$ cat src/rtl/strobe_gpio_monitor.sv
`default_nettype none
// ============================================================================
// Module   : strobe_gpio_monitor
// Brief    : Receive side of a GPIO heartbeat strobe. Synchronises, debounces
//            and edge-detects the pin, then measures period and high time and
//            flags loss of strobe.
// Revision : 1.0
// ============================================================================
module strobe_gpio_monitor #(
  parameter int SYNC_STAGES     = 2,
  parameter int DEBOUNCE_CYCLES = 1024,
  parameter int PERIOD_W        = 32,
  parameter int TIMEOUT_CYCLES  = 200000000
) (
  input  logic                clk_i,
  input  logic                reset_i,
  input  logic                gpio_in_i,
  output logic                level_o,
  output logic                rise_pulse_o,
  output logic                fall_pulse_o,
  output logic [PERIOD_W-1:0] period_o,
  output logic                period_valid_o,
  output logic [PERIOD_W-1:0] high_time_o,
  output logic                overflow_o,
  output logic                alive_o,
  output logic                timeout_o
);

  localparam int DCNT_W = (DEBOUNCE_CYCLES > 1) ? $clog2(DEBOUNCE_CYCLES) : 1;
  localparam logic [DCNT_W-1:0]   c_DCNT_LAST    = DCNT_W'(DEBOUNCE_CYCLES - 1);
  localparam logic [PERIOD_W-1:0] c_TIMEOUT_LAST = PERIOD_W'(TIMEOUT_CYCLES - 1);

  logic [SYNC_STAGES-1:0] sync_q;
  logic                   sync_s;
  logic [DCNT_W-1:0]      dcnt_q, dcnt_d;
  logic                   level_q, level_d;
  logic                   rise_q, rise_d;
  logic                   fall_q, fall_d;
  logic [PERIOD_W-1:0]    rcnt_q, rcnt_d;
  logic [PERIOD_W-1:0]    hcnt_q, hcnt_d;
  logic [PERIOD_W-1:0]    period_q, period_d;
  logic [PERIOD_W-1:0]    high_q, high_d;
  logic                   pv_q, pv_d;
  logic                   ovf_q, ovf_d;
  logic                   alive_q, alive_d;
  logic                   to_q, to_d;
  logic                   armed_q, armed_d;

  function automatic logic [PERIOD_W-1:0] sat_inc(input logic [PERIOD_W-1:0] v);
    return (&v) ? v : v + 1'b1;
  endfunction

  assign sync_s = sync_q[SYNC_STAGES-1];

  // The level only flips after DEBOUNCE_CYCLES back-to-back disagreeing samples.
  always_comb begin
    dcnt_d  = '0;
    level_d = level_q;
    if (sync_s != level_q) begin
      if (dcnt_q == c_DCNT_LAST) level_d = sync_s;
      else                       dcnt_d  = dcnt_q + 1'b1;
    end
    rise_d = level_d & ~level_q;
    fall_d = ~level_d & level_q;
  end

  always_comb begin
    rcnt_d   = rise_q ? '0 : sat_inc(rcnt_q);
    hcnt_d   = hcnt_q;
    period_d = period_q;
    high_d   = high_q;
    pv_d     = 1'b0;
    ovf_d    = ovf_q;
    alive_d  = alive_q;
    to_d     = to_q;
    armed_d  = armed_q;
    if (rise_q)       hcnt_d = '0;
    else if (level_q) hcnt_d = sat_inc(hcnt_q);
    // A rise in the same cycle as the timeout condition suppresses the timeout.
    if (rise_q) begin
      armed_d = 1'b1;
      to_d    = 1'b0;
      if (armed_q) begin
        period_d = sat_inc(rcnt_q);
        pv_d     = 1'b1;
        ovf_d    = &rcnt_q;
        alive_d  = 1'b1;
      end
    end else if (armed_q && (rcnt_q == c_TIMEOUT_LAST)) begin
      to_d    = 1'b1;
      alive_d = 1'b0;
    end
    if (fall_q && armed_q) high_d = sat_inc(hcnt_q);
  end

  always_ff @(posedge clk_i or posedge reset_i) begin
    if (reset_i) begin
      sync_q   <= '0;
      dcnt_q   <= '0;
      level_q  <= 1'b0;
      rise_q   <= 1'b0;
      fall_q   <= 1'b0;
      rcnt_q   <= '0;
      hcnt_q   <= '0;
      period_q <= '0;
      high_q   <= '0;
      pv_q     <= 1'b0;
      ovf_q    <= 1'b0;
      alive_q  <= 1'b0;
      to_q     <= 1'b0;
      armed_q  <= 1'b0;
    end else begin
      sync_q   <= {sync_q[SYNC_STAGES-2:0], gpio_in_i};
      dcnt_q   <= dcnt_d;
      level_q  <= level_d;
      rise_q   <= rise_d;
      fall_q   <= fall_d;
      rcnt_q   <= rcnt_d;
      hcnt_q   <= hcnt_d;
      period_q <= period_d;
      high_q   <= high_d;
      pv_q     <= pv_d;
      ovf_q    <= ovf_d;
      alive_q  <= alive_d;
      to_q     <= to_d;
      armed_q  <= armed_d;
    end
  end

  assign level_o        = level_q;
  assign rise_pulse_o   = rise_q;
  assign fall_pulse_o   = fall_q;
  assign period_o       = period_q;
  assign period_valid_o = pv_q;
  assign high_time_o    = high_q;
  assign overflow_o     = ovf_q;
  assign alive_o        = alive_q;
  assign timeout_o      = to_q;

endmodule
`default_nettype wire
$ cat config.mk
export PLATFORM = sky130hd
export DESIGN_NAME = strobe_gpio_monitor
export DESIGN_NICKNAME = d
export VERILOG_FILES = /design/src/rtl/strobe_gpio_monitor.sv
export SDC_FILE = /design/constraint.sdc
export NUM_CORES = 1
export LEC_CHECK = 0
export ABC_AREA = 1
export ABC_CLOCK_PERIOD_IN_PS = 5760
export BUFFER_PORTS_ARGS = -buffer_cell sky130_fd_sc_hd__buf_2
export CAP_MARGIN = 20
export CORE_MARGIN = 1.5
export CORE_UTILIZATION = 26
export CTS_CLUSTER_DIAMETER = 80
export DETAILED_ROUTE_END_ITERATION = 10
export PLACE_DENSITY = 0.47
export SLEW_MARGIN = 20
export SYNTH_ARGS = -nofsm -noshare
export SYNTH_HDL_FRONTEND = slang
export SYNTH_SLANG_ARGS = --single-unit
export TNS_END_PERCENT = 5
$ cat constraint.sdc
create_clock -name clk_i -period 5.76 [get_ports clk_i]
set_input_delay 1.152 -clock clk_i [delete_from_list [all_inputs] [get_ports clk_i]]
set_output_delay 1.152 -clock clk_i [all_outputs]
set_load 0.02 [all_outputs]
==> metrics.md <==
| Metric | Value |
|---|---|
| Min Tclk post-route | `2740 ps` |
| Unrepaired setup endpoints after global routing | `no` |
| Overflow after GRT | `0` |
| Chip height | `176 um` |
| Antenna violations before repair | `0` |
| Rows | `63` |
| Setup TNS | `0 ps` |
| Hold WC Path Type | `flip-flop to flip-flop` |
| Capturing point of the worst reg2reg path | `period_o[6]` |
| Worst EP required | `4610 ps` |
| Worst path max stage delay | `860 ps` |
| Cells after Synth | `1078` |
| Hold Vio Cnt, Final | `0` |
| Detail Route Antenna Nets | `0` |
| Critical Path Source Type | `flip-flop` |
| Slew Limit Fails | `0` |
| Sequential cell area fraction in the yosys report | `0.476` |
| Synth top area share | `0.476` |
| Total track usage | `0.147` |
| First-pass iteration count of the detailed router | `5` |
| Die ar. | `a little over 0.03 mm2` |
| Largest net degree at the start of global routing | `61` |
| Vias in the first global route | `6725` |
| P&R area growth vs syn | `17.6%` |
| Yosys warns | `0` |
| Final antenna diode count | `0` |
| Critical path, cell by cell | `buf_2` |
| Final Util | `0.310` |
| Final Wtd Congestion | `0.880` |
| Worst r2r src | `rise_pulse_o` |
| TritonCTS clock tree | `built` |
| Peak VDD IR | `0.000208 V` |
| Post-Route WL | `21.7 mm` |
| Syn avg cell area | `7.22 um2` |
| DR vias | `6876` |
| Number of library cell types mapped by synthesis | `31` |
| CTS H-Tree Depth | `4` |
| Post-CTS Resized | `0` |
| Starting Density | `0.263` |
| P_leak | `0.00477 uW` |
| Pwr Total | `around 2300 uW` |
| Synth top area cells | `dfrtp_1 48%, nand2_1 24%, nor2_1 5.7%, nand3_1 4.7%, inv_1 4.6%` |
| Sink Count | `roughly 150` |
| Register Area | `0.00370 mm2` |
| Hold_buf cts | `0` |
| # IOs | `74` |
| Hold depth | `0` |
| Final Skew | `17.9 ps` |
| DR iter-0 viols | `435` |
| Clock buffer depth | `2` |
| Syn Nets | `1084` |
| Layout cells sized above 1 | `0.134` |
| Max_cap viols | `0` |
| Buffers on Ports | `73` |
| Highest clock rate | `0.365 GHz` |
| Cell Count Post-Placement | `1520` |
| Clock Root Buffer | `clkbuf_16` |
| Status | `completed` |
| Endpoint class of the critical path | `output port` |
| WL/cell | `13.9 um` |
| Crit share post-route | `0.476` |
| Crit Path Class | `flip-flop to output port` |
| Largest area contributor in the netlist | `dfrtp_1` |
| Critical Path AT | `1590 ps` |
| Setup Viol. Count Final | `0` |
| Max-slew headroom | `0.423` |
| HPWL Detailed | `15.2 mm` |
| Core area | `0.0296 mm2` |
| Clock Latency Late Sink | `around 440 ps` |
| Register bit total from synthesis | `roughly 150` |
| Area of the mapped netlist | `between 0.007 and 0.008 mm2` |
| Hold path endpoint | `sync_q[1]` |
| Worst slew pin tran | `864 ps` |
| Worst r2r path cells | `5` |
| Fin cells | `approximately 1600` |
| First-pass GRT wire length | `35.7 mm` |
| Fill count | `3211` |
| Slowest-stage cell, CP | `dfrtp_1` |
| Startpoint of the worst hold path | `sync_q[0]` |
| Power Dens Cells | `roughly 250 mW/mm2` |
| Critical path peak fanout | `20` |
| Post-CTS setup buffer count | `0` |
| Vias/cell | `between 4 and 5` |
| TritonCTS buffer count | `17` |
| CP delay by family, top | `flip-flops` |
| Multi-input logic area | `approximately 0.0036 mm2` |
| # DRC | `0` |
| Clock slew at reported path FFs | `roughly 70 ps` |
| Die width | `176 um` |
| Buf+Inv Stages, Crit Path | `1` |
| Nets | `1156` |
| FF-to-FF setup slack | `3430 ps` |
logic make-up after synthesis:
group / count (synthesis) / synth area share
AOI/OAI and AO/OA: 56 / 0.0394
xor gates and xnor gates: 7 / 0.00788
adders and majority gates: 3 / 0.00482
buffers and inverters: 125 / 0.0678
DFF: 148 / 0.476
and+or+nand+nor: 739 / 0.404
through the flow:
stage | setup slack, ps | cell area [um2] | hold WS [ps]
after floorplan | 628 | 7780 | 331
after global placement | 3240 | 8530 | 336
after detailed placement | 3240 | 8530 | 340
after CTS | 2990 | 9140 | 356
after global routing | 2920 | 9160 | 368
final | 3020 | 9160 | 352
routing by layer:
metal,global-route usage,share of wire,up-vias
met2,0.250,0.49,137
li1,-,-,3499
met4,0.0417,0.011,0
met3,0.0245,0.031,19
met5,0,0,-
met1,0.191,0.47,3221
registers in the layout, summed over array words and instances, names as in the netlist:
register,cells
dcnt_q,10
period_valid_o,1
rise_pulse_o,1
armed_q,1
rcnt_q,32
fall_pulse_o,1
overflow_o,1
high_time_o,32
alive_o,1
sync_q,2
hcnt_q,32
timeout_o,1
period_o,32
level_o,1
cell type report:
type / instances / share of cell area
clock buffers: 19 / 0.0473
clock inverters: 13 / 0.0190
inverters: 98 / 0.0407
multi-input cells: 805 / 0.389
flip-flops and latches: 148 / 0.404
well taps: 390 / 0.0533
repair buffers: 80 / 0.0465
worst max-delay path by stage:
stage	startpoint	to	slack (ps)	cells after the start
global route	rise_pulse_o	rise_pulse_o	2920	1
CTS	rise_pulse_o	rise_pulse_o	2990	1
detailed placement	reset_i	high_time_o[7]	3240	3
global placement	reset_i	high_time_o[7]	3240	3
floorplan	reset_i	alive_o	630	1
finish	rise_pulse_o	rise_pulse_o	3020	1
report_power, final:
group	internal [uW]	switching, uW
clock network	690	492
logic	3.42	24.5
registers	1040	2.13
total	1730	518
cells in the final DEF (no fill, tap or decap), types with 3 or more instances in the layout:
master,netlist,routed
buf_2,9,73
clkinv_4,0,4
nor2_1,119,118
inv_6,0,3
nand4_1,5,5
clkbuf_16,0,17
o21ai_0,32,32
nor3_1,7,7
a21oi_1,8,8
nand3_1,73,73
bufinv_16,0,3
nand3b_1,3,3
xor2_1,6,6
nand3_2,23,23
nor2_2,4,4
ha_1,3,3
nor2_4,6,7
a31oi_1,12,12
buf_4,0,6
inv_1,96,95
nand2_1,488,488
dfrtp_1,148,148
nand2_4,4,4
synthesized netlist by cell type:
master and count:
nand2_1 488, dfrtp_1 148, nor2_1 119, inv_1 96, nand3_1 73, o21ai_0 32, nand3_2 23, a31oi_1 12
clkbuf_1 10, buf_2 9, a21oi_1 8, nor3_1 7, nor2_4 6, xor2_1 6, buf_6 5, nand4_1 5
nand2_4 4, nor2_2 4, ha_1 3, nand3b_1 3, buf_1 2, clkinv_1 2, nand2_2 2, nor3b_1 2
o21ai_2 2, or2_2 2, a31o_2 1, clkbuf_8 1, nor4_1 1, o21ai_1 1, xnor2_1 1
No activity file was read; power rests on OpenSTA's default activity.
